$ cat src/rtl/shift_normalize_pkg.sv
// Shared types and helpers for the shift_normalize iterative normalizer.
// Holds the FSM state enum, the default data width and the all-bits-equal test.
package norm_pkg;

  localparam int DEFAULT_WIDTH = 32;
  localparam int MAX_WIDTH     = 64;

  typedef enum logic {
    IDLE,
    BUSY
  } state_e;

  // True when every bit of vec is identical (all zeros or all ones).
  function automatic logic all_equal(input logic [MAX_WIDTH-1:0] vec);
    return (vec == '0) || (vec == '1);
  endfunction

endpackage

$ cat src/rtl/shift_normalize_if.sv
// Request/result bundle of the shift_normalize block.
// The master drives START/X/SIGNED; the slave (the normalizer) returns Z/S/ZERO/BUSY/DONE.
interface shift_normalize_if #(
  parameter int WIDTH = norm_pkg::DEFAULT_WIDTH
);
  localparam int SW = $clog2(WIDTH);

  logic             START;
  logic [WIDTH-1:0] X;
  logic             SIGNED;
  logic [WIDTH-1:0] Z;
  logic [SW-1:0]    S;
  logic             ZERO;
  logic             BUSY;
  logic             DONE;

  modport master (
    output START, X, SIGNED,
    input  Z, S, ZERO, BUSY, DONE
  );

  modport slave (
    input  START, X, SIGNED,
    output Z, S, ZERO, BUSY, DONE
  );

endinterface

$ cat src/rtl/shift_normalize_stage.sv
// One binary-search stage: tests whether the top `step` bits (unsigned) or the
// top step+1 bits (signed) are redundant, and offers the work word shifted by step.
module norm_stage
  import norm_pkg::*;
#(
  parameter int WIDTH = DEFAULT_WIDTH
) (
  input  logic [WIDTH-1:0]         work,
  input  logic [$clog2(WIDTH)-1:0] step,
  input  logic                     mode,
  output logic                     pass,
  output logic [WIDTH-1:0]         shifted
);

  logic signed [WIDTH-1:0] window;
  logic        [WIDTH-1:0] top_u;

  always_comb begin
    // Arithmetic shift leaves only the step+1 window plus copies of its sign,
    // so the whole word is uniform exactly when the window is.
    window  = $signed(work) >>> (WIDTH - 1 - int'(step));
    top_u   = work >> (WIDTH - int'(step));
    pass    = mode ? all_equal(MAX_WIDTH'(window)) : (top_u == '0);
    shifted = work << step;
  end

endmodule

$ cat src/rtl/shift_normalize.sv
// Iterative normalizer: derives the left shift that normalizes X (leading-zero or
// redundant-sign count), one binary-search stage per clock. NORM_EARLY_EXIT_EN
// lets already-normalized or zero operands finish one cycle after acceptance.
module shift_normalize
  import norm_pkg::*;
#(
  parameter int WIDTH = DEFAULT_WIDTH
) (
  input  logic             CLK,
  input  logic             RST_N,
  shift_normalize_if.slave bus
);

  localparam int SW = $clog2(WIDTH);

  state_e           state_q, state_d;
  logic [WIDTH-1:0] work_q,  work_d;
  logic             mode_q,  mode_d;
  logic [SW-1:0]    cnt_q,   cnt_d;
  logic [SW-1:0]    stage_q, stage_d;
  logic             xzero_q, xzero_d;
  logic             skip_q,  skip_d;
  logic [WIDTH-1:0] z_q,     z_d;
  logic [SW-1:0]    s_q,     s_d;
  logic             zero_q,  zero_d;
  logic             done_q,  done_d;

  logic [SW-1:0]    step;
  logic             stage_pass;
  logic [WIDTH-1:0] stage_shifted;
  logic [WIDTH-1:0] next_work;
  logic [SW-1:0]    next_cnt;
  logic             early;

  assign step = SW'(1) << stage_q;

  norm_stage #(.WIDTH(WIDTH)) u_stage (
    .work    (work_q),
    .step    (step),
    .mode    (mode_q),
    .pass    (stage_pass),
    .shifted (stage_shifted)
  );

`ifdef NORM_EARLY_EXIT_EN
  assign early = (bus.X == '0) ||
                 (bus.SIGNED ? (bus.X[WIDTH-1] != bus.X[WIDTH-2]) : bus.X[WIDTH-1]);
`else
  assign early = 1'b0;
`endif

  always_comb begin
    // NOTE: every signal gets a default first so no path leaves it unassigned,
    // which is what keeps synthesis from inferring latches here.
    state_d   = state_q;
    work_d    = work_q;
    mode_d    = mode_q;
    cnt_d     = cnt_q;
    stage_d   = stage_q;
    xzero_d   = xzero_q;
    skip_d    = skip_q;
    z_d       = z_q;
    s_d       = s_q;
    zero_d    = zero_q;
    done_d    = 1'b0;
    next_work = stage_pass ? stage_shifted : work_q;
    next_cnt  = stage_pass ? cnt_q + step : cnt_q;

    unique case (state_q)
      IDLE: begin
        if (bus.START) begin
          work_d  = bus.X;
          mode_d  = bus.SIGNED;
          cnt_d   = '0;
          stage_d = SW'(SW - 1);
          xzero_d = (bus.X == '0);
          skip_d  = early;
          state_d = BUSY;
        end
      end
      BUSY: begin
        if (skip_q) begin
          // Early exit: operand is already its own normalized form.
          z_d     = work_q;
          s_d     = xzero_q ? SW'(WIDTH - 1) : '0;
          zero_d  = xzero_q;
          done_d  = 1'b1;
          state_d = IDLE;
        end else begin
          work_d = next_work;
          cnt_d  = next_cnt;
          if (stage_q == '0) begin
            z_d     = next_work;
            s_d     = next_cnt;
            zero_d  = xzero_q;
            done_d  = 1'b1;
            state_d = IDLE;
          end else begin
            stage_d = stage_q - 1'b1;
          end
        end
      end
      default: state_d = IDLE;
    endcase
  end

  // NOTE: sequential state uses non-blocking assignments so every flop samples
  // its pre-edge value regardless of statement order.
  always_ff @(posedge CLK or negedge RST_N) begin
    if (!RST_N) begin
      state_q <= IDLE;
      work_q  <= '0;
      mode_q  <= 1'b0;
      cnt_q   <= '0;
      stage_q <= '0;
      xzero_q <= 1'b0;
      skip_q  <= 1'b0;
      z_q     <= '0;
      s_q     <= '0;
      zero_q  <= 1'b0;
      done_q  <= 1'b0;
    end else begin
      state_q <= state_d;
      work_q  <= work_d;
      mode_q  <= mode_d;
      cnt_q   <= cnt_d;
      stage_q <= stage_d;
      xzero_q <= xzero_d;
      skip_q  <= skip_d;
      z_q     <= z_d;
      s_q     <= s_d;
      zero_q  <= zero_d;
      done_q  <= done_d;
    end
  end

  assign bus.Z    = z_q;
  assign bus.S    = s_q;
  assign bus.ZERO = zero_q;
  assign bus.BUSY = (state_q == BUSY);
  assign bus.DONE = done_q;

endmodule

$ cat src/flat_wrapper.sv
// flat-port wrapper written by rule: the top's interface ports become plain ports
module shift_normalize_flat import norm_pkg::*;
#(
  parameter int WIDTH = DEFAULT_WIDTH
)
  (CLK, RST_N, bus_START, bus_X, bus_SIGNED, bus_Z, bus_S, bus_ZERO, bus_BUSY, bus_DONE);
  shift_normalize_if #(.WIDTH(WIDTH)) bus_i ();
  input  logic CLK;
  input  logic RST_N;
  input wire logic [$bits(bus_i.START)-1:0] bus_START;
  input wire logic [$bits(bus_i.X)-1:0] bus_X;
  input wire logic [$bits(bus_i.SIGNED)-1:0] bus_SIGNED;
  output wire logic [$bits(bus_i.Z)-1:0] bus_Z;
  output wire logic [$bits(bus_i.S)-1:0] bus_S;
  output wire logic [$bits(bus_i.ZERO)-1:0] bus_ZERO;
  output wire logic [$bits(bus_i.BUSY)-1:0] bus_BUSY;
  output wire logic [$bits(bus_i.DONE)-1:0] bus_DONE;
  assign bus_i.START = bus_START;
  assign bus_i.X = bus_X;
  assign bus_i.SIGNED = bus_SIGNED;
  assign bus_Z = bus_i.Z;
  assign bus_S = bus_i.S;
  assign bus_ZERO = bus_i.ZERO;
  assign bus_BUSY = bus_i.BUSY;
  assign bus_DONE = bus_i.DONE;
  shift_normalize #(.WIDTH(WIDTH)) u_core (.CLK(CLK), .RST_N(RST_N), .bus(bus_i));
endmodule
$ cat config.mk
export PLATFORM = sky130hd
export DESIGN_NAME = shift_normalize_flat
export DESIGN_NICKNAME = d
export VERILOG_FILES = /design/src/rtl/shift_normalize_pkg.sv /design/src/rtl/shift_normalize_if.sv /design/src/rtl/shift_normalize_stage.sv /design/src/rtl/shift_normalize.sv /design/src/flat_wrapper.sv
export SDC_FILE = /design/constraint.sdc
export NUM_CORES = 1
export LEC_CHECK = 0
export CORE_MARGIN = 3
export CORE_UTILIZATION = 38
export DETAILED_ROUTE_END_ITERATION = 8
export DONT_BUFFER_PORTS = 1
export SYNTH_ARGS = -nofsm -noshare
export SYNTH_HDL_FRONTEND = slang
export SYNTH_SLANG_ARGS = --single-unit
$ cat constraint.sdc
create_clock -name CLK -period 5.9 [get_ports CLK]
set_clock_uncertainty 0.2 [all_clocks]
set_input_delay 1.18 -clock CLK [delete_from_list [all_inputs] [get_ports CLK]]
set_output_delay 1.18 -clock CLK [all_outputs]
set_load 0.05 [all_outputs]
==> metrics.yaml <==
status: "finished clean"
ys_seq_area_share_pct: 30.1
synth_edf_count: 0
required_ps: 5980
synth_seq_cells: 84
crit_family: "simple AND/OR/NAND/NOR gates"
cpMostUsedCell: "buf_4"
crit_chain: "nor4b_1 > buf_4 > and2_1 > inv_2 > ha_1 > buf_4 > inv_1 > nor3_1 > o21ai_0 > a311o_1 > o31a_1 > a2bb2oi_1 > a311oi_4 > nor3_4 > or2_1 > o221a_2"
avgSynthCellArea_um2: 7.80
dieHeight_um: 142
cts_buffer_depth: 2
placed_area_um2: 7080
synth_ff_type: "dfrtp_1"
cpMaxStageDelayCell: "or2_1"
cts_setup_buffers: 0
setup_viol: 0
rrSetupSlack_ps: 670
met3WireLength_um: 3030
crit_type: "reg -> reg"
ys_types: 73
worst_slew_pin_slew_ps: 953
vias: 7211
coreArea_um2: 17700
cts-resized-gates: 0
ys_async_sr_fraction_pct: 100
via_per_inst: 6.74
die_width_um: 142
rows: 48
cts_tree: "yes"
port_buffers: 0
dr_wl_met2_um: 11900
fin_setup_tns_ps: 0
nNetsFinal: 884
drive_above_1_share_pct: 10.3
critPathLaunchType: "register"
cts_max_level: 3
worstPathArrival_ps: 5310
max_cap_violations: 0
clock_sinks: 84
drcViolationCount: 0
die_area_um2: 20000
dr.pass1.iters: 5
antenna_found_initial: 0
crit_buf_inv: 4
clock.fmax_ghz: 0.191
finalHoldViolations: 0
ant_nets: 0
clkLatencyLatePin_ps: 350
endpoint_kind: "register"
fin_crit_ps: 5230
final_area_um2: 7440
worst-path-max-fanout: 25
syn_to_final_growth_pct: 6.52
highest_layer: "met4"
final.period_utilization_pct: 88.6
slew_headroom_pct: 36.4
final_max_slew_viol_count: 0
gp_congestion: 0.933
syn-cell-area_um2: 6980
grt_pass1_wl_um: 41400
start_util_pct: 39.5
grt_use_total_pct: 26.3
rsz0062_at_grt: "false"
diodes: 0
yosys_warnings: 0
cts_buffers: 9
hold_class: "reg -> reg"
io-pin-count: 76
grt_max_degree: 85
wire_per_inst_um: 25.0
cts.clk_slew.worst_paths_ps: 70
cts_hold_buffers: 0
clockRootBuffer: "clkbuf_16"
overflow: 0
syn-num-nets: 939
dp_hpwl_um: 18700
wl_met1_um: 10700
grt_pass1_vias: 6856
wl_um: 26800
syn_inst: 895
drt_iter0_drc: 966
critPathMaxStageDelay_ps: 750
## final cells by class
cell class	instances	area, um^2
Tap cell	225	282
Timing Repair Buffer	25	188
Sequential cell	84	2100
Inverter	39	146
Clock buffer	10	239
Multi-Input combinational cell	681	4360
Clock inverter	6	119
Fill cell	1803	10200
## layout by cell type (no fill, tap or decap), types with 7 or more instances in the layout
master       n
xnor2_1      7
mux2i_1     28
a31oi_1     11
mux4_2      17
a211oi_1    11
o311ai_0     7
nor3_1      14
nand3_1     15
dfrtp_1     83
nand4_1      9
a22oi_1     17
clkbuf_16    9
nor4_1      16
nor2_1      90
inv_1       34
a21oi_1     92
nand2b_1    12
o21ai_0     84
o211ai_1    17
a221oi_1    12
o22ai_1      8
ha_1         7
buf_4       25
nand2_1    109
o31ai_1      7
o221a_2      7
## synthesized netlist by cell type (all sizes together), types with 5 or more instances
cell type / n / area, um^2
nand2: 109 / 409
nor2: 93 / 389
a21oi: 92 / 460
o21ai: 88 / 440
dfrtp: 84 / 2100
clkbuf: 60 / 229
inv: 37 / 139
buf: 31 / 176
mux2i: 28 / 280
a22oi: 17 / 128
mux4: 17 / 383
nor3: 17 / 90.1
nor4: 17 / 113
o211ai: 17 / 128
nand3: 16 / 80.1
a221oi: 12 / 105
nand2b: 12 / 75.1
a211oi: 11 / 82.6
a31oi: 11 / 68.8
nand4: 9 / 56.3
o221a: 8 / 90.1
o22ai: 8 / 50.1
ha: 7 / 87.6
o311ai: 7 / 61.3
o31ai: 7 / 52.6
xnor2: 7 / 61.3
o32ai: 6 / 67.6
a21o: 5 / 37.5
mux2: 5 / 56.3
o21a: 5 / 37.5
## stage by stage
step,setup slack [ps],instances,util (%),hold WS (ps)
2_1_floorplan,612,895,-,239
5_1_grt,348,1070,42.1,315
3_3_place_gp,828,1054,40.1,264
6_report,672,1070,42.1,285
3_5_place_dp,735,1054,40.1,272
4_1_cts,710,1070,42.1,293
## worst min-delay path: cells and delay by family, from the launching register on
family / cells / cell delay [ps]
DFF: 1 / 350
and+or+nand+nor: 2 / 110
## state kept, by name (all words and copies together) (netlist names), 5 cells and up
name	cells
u_core.bus.Z	32
u_core.work_q	32
u_core.bus.S	5
u_core.cnt_q	5
u_core.stage_q	5
## per-layer routing
layer / vias up / track usage (%)
met5: - / 0
met4: 0 / 11.5
met3: 87 / 6.74
met2: 529 / 39.6
met1: 3420 / 35.7
li1: 3175 / -
## cell families (layout without fill, tap and decap cells)
family                   Yosys count  after routing  synth area share (%)
multiplexers                      50             50                  10.3
AO/OA/AOI/OAI                    319            319                  29.4
AND/OR/NAND/NOR                  296            296                  19.7
adder cells (fa/ha/maj)            8              8                  1.54
buffers and inverters            130             80                  7.90
XOR/XNOR                           8              8                  1.00
flip-flops                        84             84                  30.1
## worst paths after layout
kind / from / to / cells after the start
max: u_core.stage_q[2] / u_core.work_q[6] / 16
min: u_core.mode_q / u_core.mode_q / 2
max reg2reg: u_core.stage_q[2] / u_core.work_q[6] / 16
min reg2reg: u_core.mode_q / u_core.mode_q / 2
max in group asynchronous: RST_N / u_core.stage_q[0] / 0
min in group asynchronous: RST_N / u_core.bus.Z[11] / 0
Power is not shown: default switching activity piles up to over one toggle a cycle in this logic, so the estimate is an artifact.
==> variant 1, RTL diff (same settings) <==
Reset style: synchronous (`RST_N`), changed in one clocked block.
--- a/src/rtl/shift_normalize.sv
+++ b/src/rtl/shift_normalize.sv
@@ -106,7 +106,7 @@
 
   // NOTE: sequential state uses non-blocking assignments so every flop samples
   // its pre-edge value regardless of statement order.
-  always_ff @(posedge CLK or negedge RST_N) begin
+  always_ff @(posedge CLK) begin
     if (!RST_N) begin
       state_q <= IDLE;
       work_q  <= '0;
Check against the original RTL: differs if RST_N is asserted again (counterexample within 4 cycles, from zero or initial values and one cycle with RST_N low); with RST_N held inactive, the same outputs for 10 cycles.
==> variant 1 against the unedited design <==
  * Worst setup slack got worse by 0.28 ns
  * Synthesized cell count fell by 5.6%
  * Sequential cell count did not move
  * Routed wire length fell by 7.6%
  * Area after synthesis fell by 5.4%
  * Cell area fell by 6.2%
  * Sequential share of layout area fell by 4.2 points
  * Worst hold slack improved by 0.015 ns
==> variant 1: results (changes against the unedited design) <==
* Fin area at 6970 um2 (-6.2%)
* FILL cells at 1733 (-3.9%)
* Worst-skew pair later-pin latency at 0.36 ns
* DP Area at 6670 um2 (-5.7%)
* Largest net degree at the start of global routing at 69 (-19%)
* Status: finished clean
* Worst Path Max Fanout at 68 (+170%)
* Static Leak at 2.53 nW
* Synth Flop Type: dfxtp_1
* Clk buf depth at 2 (unchanged)
* Slew at the pin closest to its max-slew limit at 1.14 ns (+0.191 ns)
* Cts bufs inserted at 9 (unchanged)
* GRT Overall Usage at 0.259 (-0.00403)
* Seq/Total Area, Yosys at 0.255 (-0.0465)
* Dpl ws at 0.508 ns (-0.228 ns)
* H-Tree Level Count at 3 (unchanged)
* Port Buffers at 0 (unchanged)
* Drt wl/cell at 24.5 um (-2.3%)
* VDD IR max at 251 uV
* Clock transition at path regs at 0.07 ns (about the same)
* Initial antenna violation count at 1 (+1)
* DR pass1 iterations at 5 (unchanged)
* DR iter-0 viols at 819 (-15%)
* Vias per cell at 6.66 (-1.2%)
* Layout cell share with drive strength beyond 1 at 0.0975 (-0.00549)
* Worst Hold Launch: u_core.xzero_q$_SDFFE_PN0P_
* Syn_nets at 889 (-5.3%)
* Worst Setup SP: u_core.stage_q[4]$_SDFFE_PN0P_
* Postcts setup bufs at 0 (unchanged)
* Distinct cells, synth at 80 (+9.6%)
* Ys Warns at 0 (unchanged)
* Largest stage delay on the critical path at 0.70 ns (-0.05 ns)
* First-pass GRT wire length at 37600 um (-9.4%)
* Slowest library cell on the worst path: or3_1
* FFs w/ async S/R, synth at 0 (-1.00)
* Hold WC Path Type: reg -> reg
* Post-cts resize count at 0 (unchanged)
* Final net count at 829 (-6.2%)
* Root buffer cell: clkbuf_16
* Worst Path Arrival at 5.55 ns (+0.24 ns)
* Final ANT Viol Nets at 0 (unchanged)
* Synth cell count leaders: 95 x mux2i_1, 84 x dfxtp_1, 68 x a21oi_1
* Placer Congestion at 1.01 (+8.4%)
* Vias in the first global route at 6120 (-11%)
* Synth top area cells: dfxtp_1 25%, mux2i_1 14%, a21oi_1 5.2%
* Estimated wirelength of the detail-placed design at 17700 um (-4.9%)
[variant 1: cell count changes in the layout (fill, tap and decap cells not counted), sizes merged, moves of 12 or more]
cell	delta
dfrtp	-84
dfxtp	+84
mux2i	+67
nand2	-50
nand3	+32
nor2	-29
o21ai	-29
a21oi	-22
o22ai	+20
inv	-19
a22oi	-12
[variant 1: report_power, final]
part / internal (mW) / leakage [nW] / switching (mW)
logic: 0.625 / 1.70 / 1.11
clock network: 0.301 / 0.148 / 0.279
registers: 0.650 / 0.688 / 0.306
[variant 1: cells by family after synthesis]
family                   synth area share
AO/OA/AOI/OAI                       0.266
buffers and inverters              0.0669
multiplexers                        0.190
AND/OR/NAND/NOR                     0.197
adder cells (fa/ha/maj)            0.0163
XOR/XNOR                          0.00928
flip-flops                          0.255
[variant 1: worst max-delay path: cells and delay by family (launching register included)]
kind / cells / cell delay (ns)
adder cells (fa/ha/maj): 1 / 0.47
buffers and inverters: 3 / 0.76
flip-flops: 1 / 0.46
AO/OA/AOI/OAI: 6 / 1.84
AND/OR/NAND/NOR: 5 / 1.59
[variant 1: routing by layer]
layer / GRT usage / vias to the layer above / routed length, um
met5: 0 / - / 0
met4: 0.0873 / 0 / 872
met3: 0.0734 / 68 / 2560
met2: 0.377 / 373 / 10700
met1: 0.365 / 3208 / 10600
li1: - / 3081 / -
[variant 1: final timing paths]
kind / endpoint / slack (ns) / cells past startpoint
worst max-delay path: u_core.bus.Z[30]$_SDFFE_PN0P_ / 0.39 / 15
worst min-delay path: u_core.bus.ZERO$_SDFFE_PN0P_ / 0.30 / 2
worst max register to register: u_core.bus.Z[30]$_SDFFE_PN0P_ / 0.39 / 15
worst min register to register: u_core.bus.ZERO$_SDFFE_PN0P_ / 0.30 / 2
[variant 1: layout make-up]
| type | count | area share |
|---|---|---|
| multi-input cells | 654 | 0.645 |
| flip-flops and latches | 84 | 0.241 |
| well taps | 220 | 0.0395 |
| clock buffers | 9 | 0.0323 |
| repair buffers | 19 | 0.0222 |
| clock inverters | 7 | 0.0106 |
| inverters | 17 | 0.00915 |
| diodes | 1 | 0.000359 |
[variant 1: stage by stage]
| stage | power (mW) | instances |
|---|---|---|
| 2_1_floorplan | 2.21 | 845 |
| 3_3_place_gp | 2.66 | 994 |
| 3_5_place_dp | 2.65 | 994 |
| 4_1_cts | 3.23 | 1010 |
| 5_1_grt | 3.44 | 1011 |
| 6_report | 3.27 | 1011 |
==> variant 2, RTL diff (same settings) <==
Without the edit above. The package constant `MAX_WIDTH` goes from 64 to 72.
--- a/src/rtl/shift_normalize_pkg.sv
+++ b/src/rtl/shift_normalize_pkg.sv
@@ -3,7 +3,7 @@
 package norm_pkg;
 
   localparam int DEFAULT_WIDTH = 32;
-  localparam int MAX_WIDTH     = 64;
+  localparam int MAX_WIDTH     = 72;
 
   typedef enum logic {
     IDLE,
Behaviour: unchanged (equiv_simple and equiv_induct, registers matched by name and starting in step).
==> variant 2 against the unedited design <==
  * Worst hold slack got worse by 0.0083 ns
  * Worst setup slack got worse by 0.24 ns
  * Cell area increased by 2.3%
  * Critical endpoint is now u_core.work_q[19]$_DFFE_PN0P_
  * Area after synthesis increased by 1.9%
  * Sequential cell count unchanged
  * Highest routed layer unchanged
  * Count of clock-buffer cells in the layout unchanged
  * Largest cell class unchanged
  * Routed wire length increased by 1.0%
  * First-iteration DRC count increased by 4.9%
Power is left out: the tool's default activity adds up to more than one toggle a clock period on the data nets, which glitch-free logic cannot reach.
==> variant 2: results (changes against the unedited design) <==
* Status: finished clean
* Hold WC Path Type: reg -> reg
* H-Tree Level Count at 3 (unchanged)
* Crit Reg-Reg Startpoint: u_core.stage_q[3]$_DFFE_PN0P_
* Postcts setup bufs at 0 (unchanged)
* Clock transition at path regs at 0.07 ns (about the same)
* DR pass1 iterations at 6 (+1)
* Layout cell share with drive strength beyond 1 at 0.142 (+0.0394)
* Worst Setup SP: u_core.stage_q[3]$_DFFE_PN0P_
* Worst setup margin at 0.433 ns (-0.239 ns)
* Seq/Total Area, Yosys at 0.295 (-0.00561)
* Cts bufs inserted at 9 (unchanged)
* Clk buf depth at 2 (unchanged)
* Largest stage delay on the critical path at 0.70 ns (-0.05 ns)
* Reg area at 2100 um2 (unchanged)
* Placer Congestion at 0.945 (+1.3%)
* Root buffer cell: clkbuf_16
* Worst Path Max Fanout at 17 (-32%)
* Estimated wirelength of the detail-placed design at 19400 um (+3.9%)
* Largest net degree at the start of global routing at 85 (unchanged)
* R2r setup slk at 0.43 ns (-0.24 ns)
* First-pass GRT wire length at 42000 um (+1.4%)
* Drt wl/cell at 26.1 um (+4.2%)
* DRC errors left at 0 (unchanged)
* Distinct cells, synth at 75 (+2.7%)
* Relative slew margins at 0.319 (-0.0452)
* Synth Flop Type: dfrtp_1
* Vias in the first global route at 6746 (-1.6%)
* Syn_nets at 897 (-4.5%)
* Post-cts resize count at 0 (unchanged)
* FF-to-FF path depth at 15 (-1)
* Final net count at 847 (-4.2%)
* Worst-skew pair later-pin latency at 0.36 ns
* DP Area at 7280 um2 (+2.8%)
* Diodes inserted at 0 (unchanged)
* Synth top area cells: dfrtp_1 30%, mux2i_1 6.8%, mux4_2 4.7%
* DR iter-0 viols at 1013 (+4.9%)
* FFs w/ async S/R, synth at 1.00 (unchanged)
* GRT Overall Usage at 0.266 (+0.00283)
* FILL cells at 1874 (+3.9%)
* Ys Warns at 0 (unchanged)
* Port Buffers at 0 (unchanged)
* CP endpoint: u_core.work_q[19]$_DFFE_PN0P_
* Slowest library cell on the worst path: or4_1
* Vias per cell at 6.77 (+0.49%)
* Number of synthesized flops with an enable pin at 0 (unchanged)
* Synth cell count leaders: 84 x dfrtp_1, 72 x nand2_1, 72 x nor2_1
* Initial antenna violation count at 0 (unchanged)
* Worst Path Arrival at 5.51 ns (+0.20 ns)
==> variant 2: cell count changes after synthesis, sizes merged, moves of 7 or more <==
cell / delta
mux2: +24
o221a: -7
nor2: -20
nand2: -36
o311ai: -7
mux2i: +20
o21ai: -39
buf: -9
nor3b: +28
a31o: +10
o211ai: -10
a21oi: -37
==> variant 2: area by class of cell <==
type / instances / area share
timing repair buffer: 27 / 0.0266
sequential: 84 / 0.277
multi-input combinational: 641 / 0.597
clock inverter: 6 / 0.0123
tap: 229 / 0.0377
inverter: 40 / 0.0197
clock buffer: 10 / 0.0301
==> variant 2: worst min path at each step <==
stage,start,to,slack (ns),cells past startpoint
floorplan,u_core.xzero_q$_DFFE_PN0P_,u_core.bus.ZERO$_DFFE_PN0P_,0.23,2
global placement,u_core.xzero_q$_DFFE_PN0P_,u_core.bus.ZERO$_DFFE_PN0P_,0.25,2
CTS,u_core.xzero_q$_DFFE_PN0P_,u_core.bus.ZERO$_DFFE_PN0P_,0.28,2
detailed placement,u_core.xzero_q$_DFFE_PN0P_,u_core.bus.ZERO$_DFFE_PN0P_,0.26,2
finish,u_core.xzero_q$_DFFE_PN0P_,u_core.bus.ZERO$_DFFE_PN0P_,0.28,2
global route,RST_N,u_core.stage_q[2]$_DFFE_PN0P_,0.30,0
==> variant 2: logic make-up (layout without fill, tap and decap cells) <==
group	count (synthesis)	count (layout)	share of synthesized area
AO/OA/AOI/OAI	255	255	0.250
XOR/XNOR	8	8	0.00985
adder cells (fa/ha/maj)	8	8	0.0151
buffers and inverters	128	83	0.0712
flip-flops	84	84	0.295
multiplexers	92	92	0.161
AND/OR/NAND/NOR	278	278	0.198
==> variant 2: stage by stage <==
stage	hold WS [ns]	cells
2_1_floorplan	0.235	853
3_3_place_gp	0.254	1021
3_5_place_dp	0.259	1021
4_1_cts	0.277	1037
5_1_grt	0.300	1037
6_report	0.276	1037
==> variant 2: per-layer routing <==
layer / GRT usage / share of wire / vias up
li1: - / - / 3097
met1: 0.357 / 0.41 / 3422
met2: 0.414 / 0.45 / 429
met3: 0.0707 / 0.098 / 75
met4: 0.0935 / 0.039 / 0
met5: 0 / 0 / -
==> variant 2: critical path, delay by kind of cell (launching register included) <==
kind | cells | cell delay, ns
and+or+nand+nor | 4 | 1.54
DFF | 1 | 0.56
buffers and inverters | 3 | 0.61
muxes | 1 | 0.37
adders and majority gates | 1 | 0.36
AOI/OAI and AO/OA | 6 | 1.71
